File: src/rtl/freq_meter_pkg.sv
// Shared types and helpers for the frequency/period meter.
// Board defaults assume a 50 MHz system clock.
package freq_meter_pkg;

  localparam int CLK_HZ          = 50_000_000;
  localparam int GATE_CYCLES_DEF = CLK_HZ;

  typedef logic [1:0] per_state_t;

  localparam per_state_t ST_IDLE    = 2'd0;
  localparam per_state_t ST_ARMED   = 2'd1;
  localparam per_state_t ST_MEASURE = 2'd2;

  // Unsigned a+b clamped to lim; callers zero-extend narrower operands.
  function automatic logic [31:0] sat_add(input logic [31:0] a,
                                          input logic [31:0] b,
                                          input logic [31:0] lim);
    logic [32:0] sum;
    sum = {1'b0, a} + {1'b0, b};
    if (sum > {1'b0, lim}) return lim;
    else                   return sum[31:0];
  endfunction

endpackage

File: src/rtl/freq_meter_sync_edge_det.sv
// Two-flop synchroniser plus history flop for an asynchronous pin.
// rise is a one-cycle pulse on each synchronised rising edge.
module sync_edge_det (
  input  logic clk,
  input  logic rst,
  input  logic d,
  output logic level,
  output logic rise
);

  logic sync1;
  logic sync2;
  logic hist;

  always_ff @(posedge clk or posedge rst) begin
    if (rst) begin
      sync1 <= 1'b0;
      sync2 <= 1'b0;
      hist  <= 1'b0;
    end else begin
      sync1 <= d;
      sync2 <= sync1;
      hist  <= sync2;
    end
  end

  assign level = sync2;
  assign rise  = sync2 & ~hist;

endmodule

File: src/rtl/freq_meter.sv
// Frequency meter: rising edges per gate window and clk cycles per input period,
// with a sticky timeout when no edge arrives within the period counter range.
module freq_meter
  import freq_meter_pkg::*;
#(
  parameter int GATE_CYCLES = GATE_CYCLES_DEF,
  parameter int CNT_W       = 26,
  parameter int PER_W       = 32
) (
  input  logic             clk,
  input  logic             rst,
  input  logic             sig_in,
  input  logic             en,
  output logic [CNT_W-1:0] freq_count,
  output logic             freq_valid,
  output logic [PER_W-1:0] period,
  output logic             period_valid,
  output logic             timeout
);

  localparam int                GATE_W    = (GATE_CYCLES > 1) ? $clog2(GATE_CYCLES) : 1;
  localparam logic [GATE_W-1:0] GATE_LAST = GATE_W'(GATE_CYCLES - 1);
  localparam logic [GATE_W-1:0] GATE_ONE  = GATE_W'(1);
  localparam logic [CNT_W-1:0]  CNT_MAX   = '1;
  localparam logic [PER_W-1:0]  PER_ONE   = PER_W'(1);
  // Last per_cnt value that still leaves room for per_cnt+1 in PER_W bits.
  localparam logic [PER_W-1:0]  PER_LIMIT = {{(PER_W-1){1'b1}}, 1'b0};

  logic              sig_level;
  logic              sig_rise;
  logic              sig_edge;
  logic [GATE_W-1:0] gate_cnt;
  logic [CNT_W-1:0]  edge_cnt;
  logic [CNT_W-1:0]  edge_next;
  logic [PER_W-1:0]  per_cnt;
  per_state_t        state;

  sync_edge_det u_sync (
    .clk   (clk),
    .rst   (rst),
    .d     (sig_in),
    .level (sig_level),
    .rise  (sig_rise)
  );

  assign sig_edge  = sig_rise & sig_level;
  assign edge_next = CNT_W'(sat_add(32'(edge_cnt), {31'd0, sig_edge}, 32'(CNT_MAX)));

  always_ff @(posedge clk or posedge rst) begin
    if (rst) begin
      gate_cnt     <= '0;
      edge_cnt     <= '0;
      per_cnt      <= '0;
      state        <= ST_IDLE;
      freq_count   <= '0;
      freq_valid   <= 1'b0;
      period       <= '0;
      period_valid <= 1'b0;
      timeout      <= 1'b0;
    end else if (!en) begin
      gate_cnt     <= '0;
      edge_cnt     <= '0;
      per_cnt      <= '0;
      state        <= ST_IDLE;
      freq_valid   <= 1'b0;
      period_valid <= 1'b0;
      timeout      <= 1'b0;
    end else begin
      freq_valid   <= 1'b0;
      period_valid <= 1'b0;

      // An edge on the terminal cycle belongs to the window that is closing.
      if (gate_cnt == GATE_LAST) begin
        gate_cnt   <= '0;
        edge_cnt   <= '0;
        freq_count <= edge_next;
        freq_valid <= 1'b1;
      end else begin
        gate_cnt <= gate_cnt + GATE_ONE;
        edge_cnt <= edge_next;
      end

      case (state)
        ST_IDLE: state <= ST_ARMED;
        ST_ARMED: begin
          if (sig_edge) begin
            state   <= ST_MEASURE;
            per_cnt <= '0;
          end
        end
        ST_MEASURE: begin
          if (sig_edge) begin
            period       <= per_cnt + PER_ONE;
            period_valid <= 1'b1;
            timeout      <= 1'b0;
            per_cnt      <= '0;
          end else if (per_cnt == PER_LIMIT) begin
            timeout <= 1'b1;
            state   <= ST_ARMED;
            per_cnt <= '0;
          end else begin
            per_cnt <= per_cnt + PER_ONE;
          end
        end
        default: state <= ST_IDLE;
      endcase
    end
  end

endmodule
File: config.mk
export PLATFORM = sky130hd
export DESIGN_NAME = freq_meter
export DESIGN_NICKNAME = d
export VERILOG_FILES = /design/src/rtl/freq_meter_pkg.sv /design/src/rtl/freq_meter_sync_edge_det.sv /design/src/rtl/freq_meter.sv
export SDC_FILE = /design/constraint.sdc
export NUM_CORES = 1
export LEC_CHECK = 0
export ABC_AREA = 1
export BUFFER_PORTS_ARGS = -buffer_cell sky130_fd_sc_hd__buf_2
export CAP_MARGIN = 20
export CORE_ASPECT_RATIO = 1.5
export CORE_MARGIN = 2
export CORE_UTILIZATION = 60
export DETAILED_ROUTE_END_ITERATION = 16
export PLACE_DENSITY_LB_ADDON = 0.1
export SLEW_MARGIN = 5
export SYNTH_ARGS = -nofsm -noshare
export SYNTH_HDL_FRONTEND = slang
export SYNTH_HIERARCHICAL = 1
export SYNTH_SLANG_ARGS = --single-unit
File: constraint.sdc
create_clock -name clk -period 6.29 [get_ports clk]
set_input_delay 0.629 -clock clk [delete_from_list [all_inputs] [get_ports clk]]
set_output_delay 0.629 -clock clk [all_outputs]
set_load 0.02 [all_outputs]
After elaboration in Yosys (flattened, before gate mapping) --
Cells that the tools add are included.
Cells by class: $add $sub $neg 3, magnitude comparators 1, eq/ne operators 10, multiplexer cells 24, bitwise operators 3, reductions and logical operators 6
Operators by type and width (count):
- two-way mux 26 bit | 5
- two-way mux 32 bit | 4
- one-hot mux 32 bit (2 select lines) | 1
- adder 32 x 1 -> 32 bit (second input constant) | 1
- == test 32 bit (second input constant) | 1
- adder 26 x 1 -> 27 bit | 1
- > comparator 27 x 26 -> 1 bit (second input constant) | 1
- adder 26 x 1 -> 26 bit (second input constant) | 1
- == test 26 bit (second input constant) | 1
- two-way mux 1 bit | 9
- inequality test 3 bit (second input constant) | 3
- two-way mux 2 bit | 4
- inequality test 3 x 1 -> 1 bit (second input constant) | 2
- one-hot mux 2 bit (3 select lines) | 1
- AND reduction 2 bit | 3
- AND reduction 3 bit | 2
- AND 1 bit | 2
- == test 2 x 1 -> 1 bit (second input constant) | 1
- == test 2 bit (second input constant) | 1
- logical NOT 2 bit | 1
- inequality test 2 x 1 -> 1 bit (second input constant) | 1
- inverter 1 bit | 1
Word-level totals: flip-flop bits (word level) 150, input bits 4, output and inout bits 61, logic and storage cells 59

Depth between registers and ports, before layout --
Gate-level depths: netlist of the first run.
word-level depth 8, gate-level depth with buffers 16, mapped depth without buffers 16

Cells and area by module --
The synthesis of the first run kept the hierarchy.
By module, submodules not included:
- freq_meter | times used 1, cells each 1050, area each 7727.4 um^2, seq. area each 3678.5 um^2
- sync_edge_det | times used 1, cells each 6, area each 88.8 um^2, seq. area each 75.1 um^2

Worst setup path after synthesis of the first run --
No wires, ideal clock.
path type register to register, from reg u_sync.sync2, in the netlist u_sync/level, to reg freq_count[24], library setup time 0.116 ns, arrival time 1.851 ns, required time 6.174 ns, setup slack 4.323 ns, cell stages (with the launch flop) 16, path buffers 0, period minus slack after synthesis 1.967 ns, cells stage by stage dfrtp_1 inv_1 nor2_2 nand2_1 inv_1 ha_1 ha_1 nand2_1 nor2_2 nand2_1 nor2_1 nand3_1 nand2_1 nand2_1 nand2_1 nand2_1
On the way: cells in the longest elaborated chain, start to end 5
Ends and longest elaborated chain:
- from (decl) | line freq_meter_sync_edge_det.sv:12 | logic sync2;
- from (signal assigned) | line freq_meter_sync_edge_det.sv:22 | sync2 <= sync1;
- AND 1 bit * | line freq_meter_sync_edge_det.sv:28 | assign rise = sync2 & ~hist;
- named net sig_rise | line freq_meter.sv:30 | logic sig_rise;
- AND 1 bit * | line freq_meter.sv:46 | assign sig_edge = sig_rise & sig_level;
- adder 26 x 1 -> 27 bit * | line freq_meter_pkg.sv:19 | sum = {1'b0, a} + {1'b0, b};
- > comparator 27 x 26 -> 1 bit | line freq_meter_pkg.sv:20 | if (sum > {1'b0, lim}) return lim;
- two-way mux 26 bit * | line freq_meter_pkg.sv:20
- to (signal assigned) | line freq_meter.sv:76 | freq_count <= edge_next;
- to (decl) | line freq_meter.sv:14 | output logic [CNT_W-1:0] freq_count,
The timed path passes the listed nets; every way through them passes the cells marked *. A chain may end at the register's enable or synchronous reset.

Worst setup path in the final report of the first run --
from reg gate_cnt[0], to reg freq_count[23]
On the way: cells in the longest elaborated chain, start to end 2
Ends and longest elaborated chain:
- from (decl) | line freq_meter.sv:32 | logic [GATE_W-1:0] gate_cnt;
- from (signal assigned) | line freq_meter.sv:79 | gate_cnt <= gate_cnt + GATE_ONE;
- == test 26 bit | line freq_meter.sv:73 | if (gate_cnt == GATE_LAST) begin
- AND reduction 2 bit (no source line)
No other way between the ends.

==> metrics.md, run 1 <==
| Metric | Value |
|---|---|
| Status | finished clean |
| Yosys warnings | 6 |
| Fin crit share | 39.9% |
| Initial Util | 60.9% |
| Clock slew at reported path FFs | 70 ps |
| Die area | 0.0140 mm^2 |
| Die X | 97.2 um |
| Synthesized-area fraction occupied by adder cells | 0.800% |
| Post-synth top cells | nand2_1, nor2_1, dfrtp_1 |
| Data required time of the worst path | 6650 ps |
| CP max stage cell | inv_2 |
| Starting DRT DRC Count | 326 |
| Seq/Total Area, Yosys | 48.0% |
| Post-synth top area cell | dfrtp_1 |
| Worst Path Max Fanout | 30 |
| Post-Synth Simple-Gate Area | 35.3% |
| Final Cell Area | 0.00875 mm^2 |
| Internal Pwr Total | 1.52 mW |
| Vias in the first global route | 6,518 |
| Share of cells above drive strength 1 | 11.8% |
| Port-buffer cells | 64 |
| Worst Hold Class | in -> async |
| RSZ-0062 raised after global routing | no |
| DP Wirelength | 13,200 um |
| Leakage | 4.26 nW |
| Worst VDD drop | 0.170 mV |
| Syn_area_per_cell | 7.40 um^2 |
| Clock buffer depth | 2 |
| Drt pass-1 iters | 5 |
| Largest family of logic cells by synthesized area | simple AND/OR/NAND/NOR gates |
| Worst path max stage delay | 560 ps |
| CP Class | reg -> reg |
| DR vias/cell | 5.24 |
| Ys async rst share | 100% |
| H-tree lvl count | 4 |
| CP Cell Sequence | ha_1 -> nand3_2 -> inv_2 -> nand2_1 -> nor2_2 -> nand3_2 -> inv_2 -> nand2_1 -> nand2_1 |
| Top cell by count, worst path | nand2_1 |
| Fmax | 398 MHz |
| Synth Register Bits | 150 |
| Top-count cell post-synth | nand2_1 |
| Final setup margin | 3780 ps |
| Post-synthesis compound-gate area fraction | 5.19% |
| Final setup fails | 0 |
| Post-route ant nets | 0 |
| Cells after synthesis | 1,056 |
| NetSw | 0.556 mW |
| Final net count | 1,124 |
| Final Hold Viols | 0 |
| Post-CTS Setup Inserts | 0 |
| Synth Flop Type | dfrtp_1 |
| Slew HR | 33.7% |
| Die Y-Extent | 144 um |
| Worst-Skew Late Latency | 430 ps |
| Synth area leaders | dfrtp_1, nand2_1, nor2_1 |
| Max Slew Vio Count | 0 |
| Post-synth EDFFs | 0 |
| Netlist cell types | 34 |
| Layout Skew | 12.5 ps |
| Sequential share of power | 47.8% |
| Synthesized area | 0.00782 mm^2 |
| Mapped Nets | 1,065 |
| First-pass GRT wire length | 30,800 um |
| Largest net degree at the start of global routing | 96 |
| Layout area overhead | 11.9% |
| WL final | 18,400 um |
| # DRC | 0 |
| Remaining Overflow, GRT | 0 |
| Worst slew pin tran | 991 ps |
| Power share of the clock group | 46.9% |
| Cell Pwr Density | 238 mW/mm^2 |
| Fill cell total of the finished layout | 1,100 |
| Max-Cap Viols | 0 |
| CP Buf/Inv Count | 2 |
| Post-place setup slack | 3590 ps |
| Kind of cell adding the most delay to the critical path | simple AND/OR/NAND/NOR gates |
| Share of the synthesized area in the top cell type | 48.0% |
| CTS Buf Count | 17 |
| CP endpoint kind | register |
| Antenna diodes | 0 |
| RePlAce Congestion | 0.939 |
| CTS sink count | 150 |
| Io pins | 65 |
| Cts hold-fix bufs | 0 |
| CTS tree | yes |
| Root buffer cell | clkbuf_16 |
| Initial antenna violation count | 0 |
| Post-synthesis mux area share | 0% |
| Cell row count | 51 |
| DR vias | 6,740 |
| Routed length per instance | 14.3 um |
| Tmin final | 2510 ps |
| PostCTS Resize Cnt | 0 |
| Comb power frac | 5.4% |
| Total GRT Usage | 27.8% |
| Sw Share | 26.7% |
| Cell Area, Placed | 0.00819 mm^2 |
| Hold_ws | 97.0 ps |
| Post-Route Setup TNS | 0 ps |
| Core area | 0.0128 mm^2 |
| Critical Path Start Type | register |
| WP data arrival | 2870 ps |
| Post-Synth XOR/XNOR Area | 4.48% |
==> cell type report <==
cell class,instances,area (um^2),share of cell area [%]
clock inverters,15,133,1.52
flip-flops and latches,150,3750,42.9
multi-input cells,794,3580,40.9
repair buffers,65,328,3.75
well taps,159,199,2.27
clock buffers,17,425,4.86
inverters,87,332,3.79
==> kinds of logic (layout without fill, tap and decap cells) <==
family,count (synthesis),count (layout)
buffers and inverters,112,184
xor gates and xnor gates,40,40
adders and majority gates,5,5
AOI/OAI and AO/OA,80,80
and+or+nand+nor,669,669
DFF,150,150
==> sequential cells by signal (all words and copies together), names as in the netlist <==
register / cells
gate_cnt: 26
u_sync/hist: 1
period_valid: 1
state: 2
timeout: 1
freq_valid: 1
edge_cnt: 26
u_sync/level: 1
per_cnt: 32
u_sync/sync1: 1
freq_count: 26
period: 32
==> metal layers <==
metal / wire, um / vias to the layer above / track usage [%]
met3: 748 / 53 / 4.23
met2: 9440 / 172 / 50.1
met1: 7350 / 3106 / 31.4
li1: - / 3409 / -
met4: 857 / 0 / 15.6
met5: 0 / - / 0
==> power groups by stage <==
stage | Combinational, mW | Sequential [mW] | Clock (mW)
4_1_cts | 0.115 | 0.994 | 0.986
3_5_place_dp | 0.115 | 1.01 | 0
6_report | 0.112 | 0.994 | 0.975
3_3_place_gp | 0.114 | 1.01 | 0
2_1_floorplan | 0.0846 | 1.01 | 0
5_1_grt | 0.128 | 0.996 | 1.03
==> per-stage QoR <==
| step | total power [mW] | utilization [%] | std cells |
|---|---|---|---|
| global route | 2.15 | 68.2 | 1287 |
| CTS | 2.09 | 68.2 | 1287 |
| floorplan | 1.10 | - | 1056 |
| global placement | 1.13 | 63.9 | 1255 |
| finish | 2.08 | 68.2 | 1287 |
| detailed placement | 1.13 | 63.9 | 1255 |
==> cells in the final DEF (no fill, tap or decap), types with 2 or more instances in the layout <==
master and n:
a21oi_1 18, and2_1 4, buf_2 64, clkbuf_16 17, clkinv_1 2, clkinv_2 2, clkinv_4 2, dfrtp_1 150
ha_1 5, inv_1 78, inv_2 6, inv_6 7, inv_8 4, nand2_1 412, nand2_2 4, nand2b_1 3
nand3_1 50, nand3_2 5, nand3b_1 5, nand4_1 7, nor2_1 153, nor2_2 14, nor2_4 2, nor3_1 5
o21ai_0 47, o21ai_1 12, xnor2_1 29, xor2_1 11
==> worst paths after layout <==
path	slack [ps]	depth (start not counted)	to	start
worst max-delay path	3780	9	freq_count[23]	gate_cnt[0]
worst min-delay path	100	2	u_sync/sync1	rst
worst max register to register	3780	9	freq_count[23]	gate_cnt[0]
worst min register to register	370	0	u_sync/level	u_sync/sync1
max in group asynchronous	4660	3	edge_cnt[3]	rst
min in group clk	310	1	u_sync/sync1	sig_in
(Power assumes the default switching activity.)
==> inputs of run 2 (changes only) <==
ABC_AREA = 0   (was 1)
clock period = 2.51 ns   (was 6.29 ns; I/O delays follow)
==> run 2 against run 1 <==
Sequential share of layout area increased by 1.5 points; final cell count decreased by 21%; clock-buffer cell count increased by 2; synthesized cell count decreased by 26%; power increased by 140%; die area decreased by 6.9%; clock skew about the same; hold slack improved by 88 ps; routed wire length decreased by 9.7%; critical path depth decreased by 3; core utilization increased by 2.8 points; critical endpoint is now per_cnt[22]; largest cell class unchanged; largest power group is now clock.
==> metrics.md, run 2 <==
| Metric | Value |
|---|---|
| Status | finished clean |
| Tmin final | 2400 ps (-105 ps) |
| First-pass GRT wire length | 28,000 um (-9.2%) |
| Most common cell after layout, fill and taps aside | dfrtp_1 |
| Synth Register Bits | 150 (unchanged) |
| Fill cell total of the finished layout | 933 (-15%) |
| Die X | 93.8 um (-3.5%) |
| Post-Route Setup TNS | 0 ps (unchanged) |
| Yosys warnings | 6 (unchanged) |
| Total GRT Usage | 26.8% (-0.95 points) |
| DR vias | 6,002 (-11%) |
| Fin crit share | 95.8% (+56 points) |
| Worst Hold Class | in -> reg |
| Remaining Overflow, GRT | 0 (unchanged) |
| Share of the synthesized area in the top cell type | 51.7% (+3.7 points) |
| DR vias/cell | 5.92 (+13%) |
| Top-count cell post-synth | dfrtp_1 |
| Worst slew pin tran | 544 ps (-448 ps) |
| Largest regs | per_cnt: 32 flops, period: 32 flops |
| Root buffer cell | clkbuf_16 |
| WL final | 16,600 um (-9.7%) |
| Starting DRT DRC Count | 327 (+0.31%) |
| Max Slew Vio Count | 0 (unchanged) |
| Seq/Total Area, Yosys | 51.7% (+3.7 points) |
| Ys async rst share | 100% (unchanged) |
| Largest net degree at the start of global routing | 88 (-8.3%) |
| CP endpoint kind | register |
| Clock buffer depth | 2 (unchanged) |
| Post-route ant nets | 0 (unchanged) |
| CTS Buf Count | 17 (unchanged) |
| Max-Cap Viols | 0 (unchanged) |
| Post-synth top cells | dfrtp_1, nand2_1, nor2_1 |
| Share of cells above drive strength 1 | 15.7% (+3.9 points) |
| Routed length per instance | 16.4 um (+15%) |
| Cells after synthesis | 777 (-26%) |
| Core area | 0.0119 mm^2 (-7.3%) |
| Initial antenna violation count | 0 (unchanged) |
| Synth area leaders | dfrtp_1, nand2_1, xor2_1 |
| Die Y-Extent | 139 um (-3.5%) |
| Synth Flop Type | dfrtp_1 |
| Antenna diodes | 0 (unchanged) |
| Mapped Nets | 786 (-26%) |
| Layout area overhead | 16.4% |
| CTS tree | yes |
| Io pins | 65 (unchanged) |
| Synthesized area | 0.00726 mm^2 (-7.2%) |
| Cell row count | 49 (-3.9%) |
| Vias in the first global route | 5,853 (-10%) |
| H-tree lvl count | 4 (unchanged) |
| Worst-Skew Late Latency | 430 ps (about the same) |
| Drt pass-1 iters | 5 (unchanged) |
| Data required time of the worst path | 2860 ps (-3790 ps) |
| RSZ-0062 raised after global routing | no |
| Die area | 0.0130 mm^2 (-6.9%) |
| Netlist cell types | 48 (+41%) |
| Syn_area_per_cell | 9.34 um^2 (+26%) |
| Worst Path Max Fanout | 6 (-80%) |
| Final Hold Viols | 0 (unchanged) |
| Layout Skew | 12.7 ps (+0.151 ps) |
| WP data arrival | 2760 ps (-110 ps) |
| Most frequent cells in the layout | dfrtp_1, nand2_1, nor2_1 |
| Final setup fails | 0 (unchanged) |
| Post-synth top area cell | dfrtp_1 |
| Port-buffer cells | 64 (unchanged) |
| RePlAce Congestion | 0.912 (-2.9%) |
| Cell Pwr Density | 602 mW/mm^2 (+150%) |
| Final Core Density | 71.0% (+2.8 points) |
| CTS sink count | 150 (unchanged) |
| Fmax | 416 MHz (+4.4%) |
| CP Class | reg -> reg |
| Leakage | 3.82 nW (-10%) |
| Post-synth EDFFs | 0 (unchanged) |
| Clock slew at reported path FFs | 60 ps (about the same) |
| Worst VDD drop | 0.470 mV (+180%) |
| Slew HR | 63.4% (+30 points) |
| Critical Path Start Type | register |
| Initial Util | 61.0% (+0.074 points) |
| DP Wirelength | 11,300 um (-14%) |
| Final net count | 857 (-24%) |
| # DRC | 0 (unchanged) |
| Post-CTS Setup Inserts | 0 (unchanged) |
run 2: repair_timing:
item | CTS | global route
endpoints found under the setup margin | 0 | 39
hold endpoints to repair | 22 | 0
hold buffers | 2 | 0
resized for setup | 0 | 3
run 2: cells by family (layout without fill, tap and decap cells):
logic type	Yosys count	in the layout	share of synthesized area (%)
AND/OR/NAND/NOR	378	378	26.7
multiplexers	6	6	0.828
XOR/XNOR	66	66	7.97
AO/OA/AOI/OAI	113	113	8.72
flip-flops	150	150	51.7
adder cells (fa/ha/maj)	5	5	0.862
buffers and inverters	59	142	3.24
run 2: routing by layer:
metal	up-vias	routed length, um	global-route usage (%)
li1	2863	-	-
met1	2949	6730	33.1
met2	159	8930	46.6
met3	31	628	5.05
met5	-	0	0
met4	0	328	9.69
run 2: through the flow:
step | setup slack, ps | power (mW) | cells | area, um^2 | hold slack (ps)
floorplan | 199 | 2.58 | 777 | 7260 | 4.64
global placement | 112 | 2.63 | 980 | 7840 | 166
detailed placement | 29.0 | 2.63 | 980 | 7840 | 168
CTS | 3.16 | 5.13 | 1013 | 8440 | 174
global route | 29.4 | 5.24 | 1013 | 8450 | 195
finish | 105 | 5.09 | 1013 | 8450 | 185
run 2: path summary, 6_finish.rpt:
check                        startpoint           end  slack (ps)  cells after the start
min in group asynchronous           rst  u_sync/level         280                      3
max                          per_cnt[1]   per_cnt[22]         110                      6
min reg2reg                u_sync/sync1  u_sync/level         350                      0
min                                  en   gate_cnt[6]         190                      3
max in group asynchronous           rst   edge_cnt[8]        1280                      4
max reg2reg                  per_cnt[1]   per_cnt[22]         110                      6
run 2: layout make-up:
class / instances / area [um^2] / area share [%]
repair buffers: 91 / 566 / 6.69
flip-flops and latches: 150 / 3750 / 44.4
clock buffers: 19 / 453 / 5.36
inverters: 20 / 78.8 / 0.933
clock inverters: 12 / 128 / 1.51
multi-input cells: 568 / 3280 / 38.8
well taps: 153 / 191 / 2.27
run 2: critical path, stage by stage, from the launching register on:
cell and delay (ps):
dfrtp_1 440, ha_1 320, inv_1 130, or4_4 590, or4_4 450, or3_1 320
nand3_1 80
run 2: power breakdown:
| group | switching, mW | total [mW] | internal, mW |
|---|---|---|---|
| logic | 0.105 | 0.144 | 0.0384 |
| clock network | 0.992 | 2.50 | 1.51 |
| registers | 0.0128 | 2.45 | 2.43 |
| total | 1.11 | 5.09 | 3.98 |
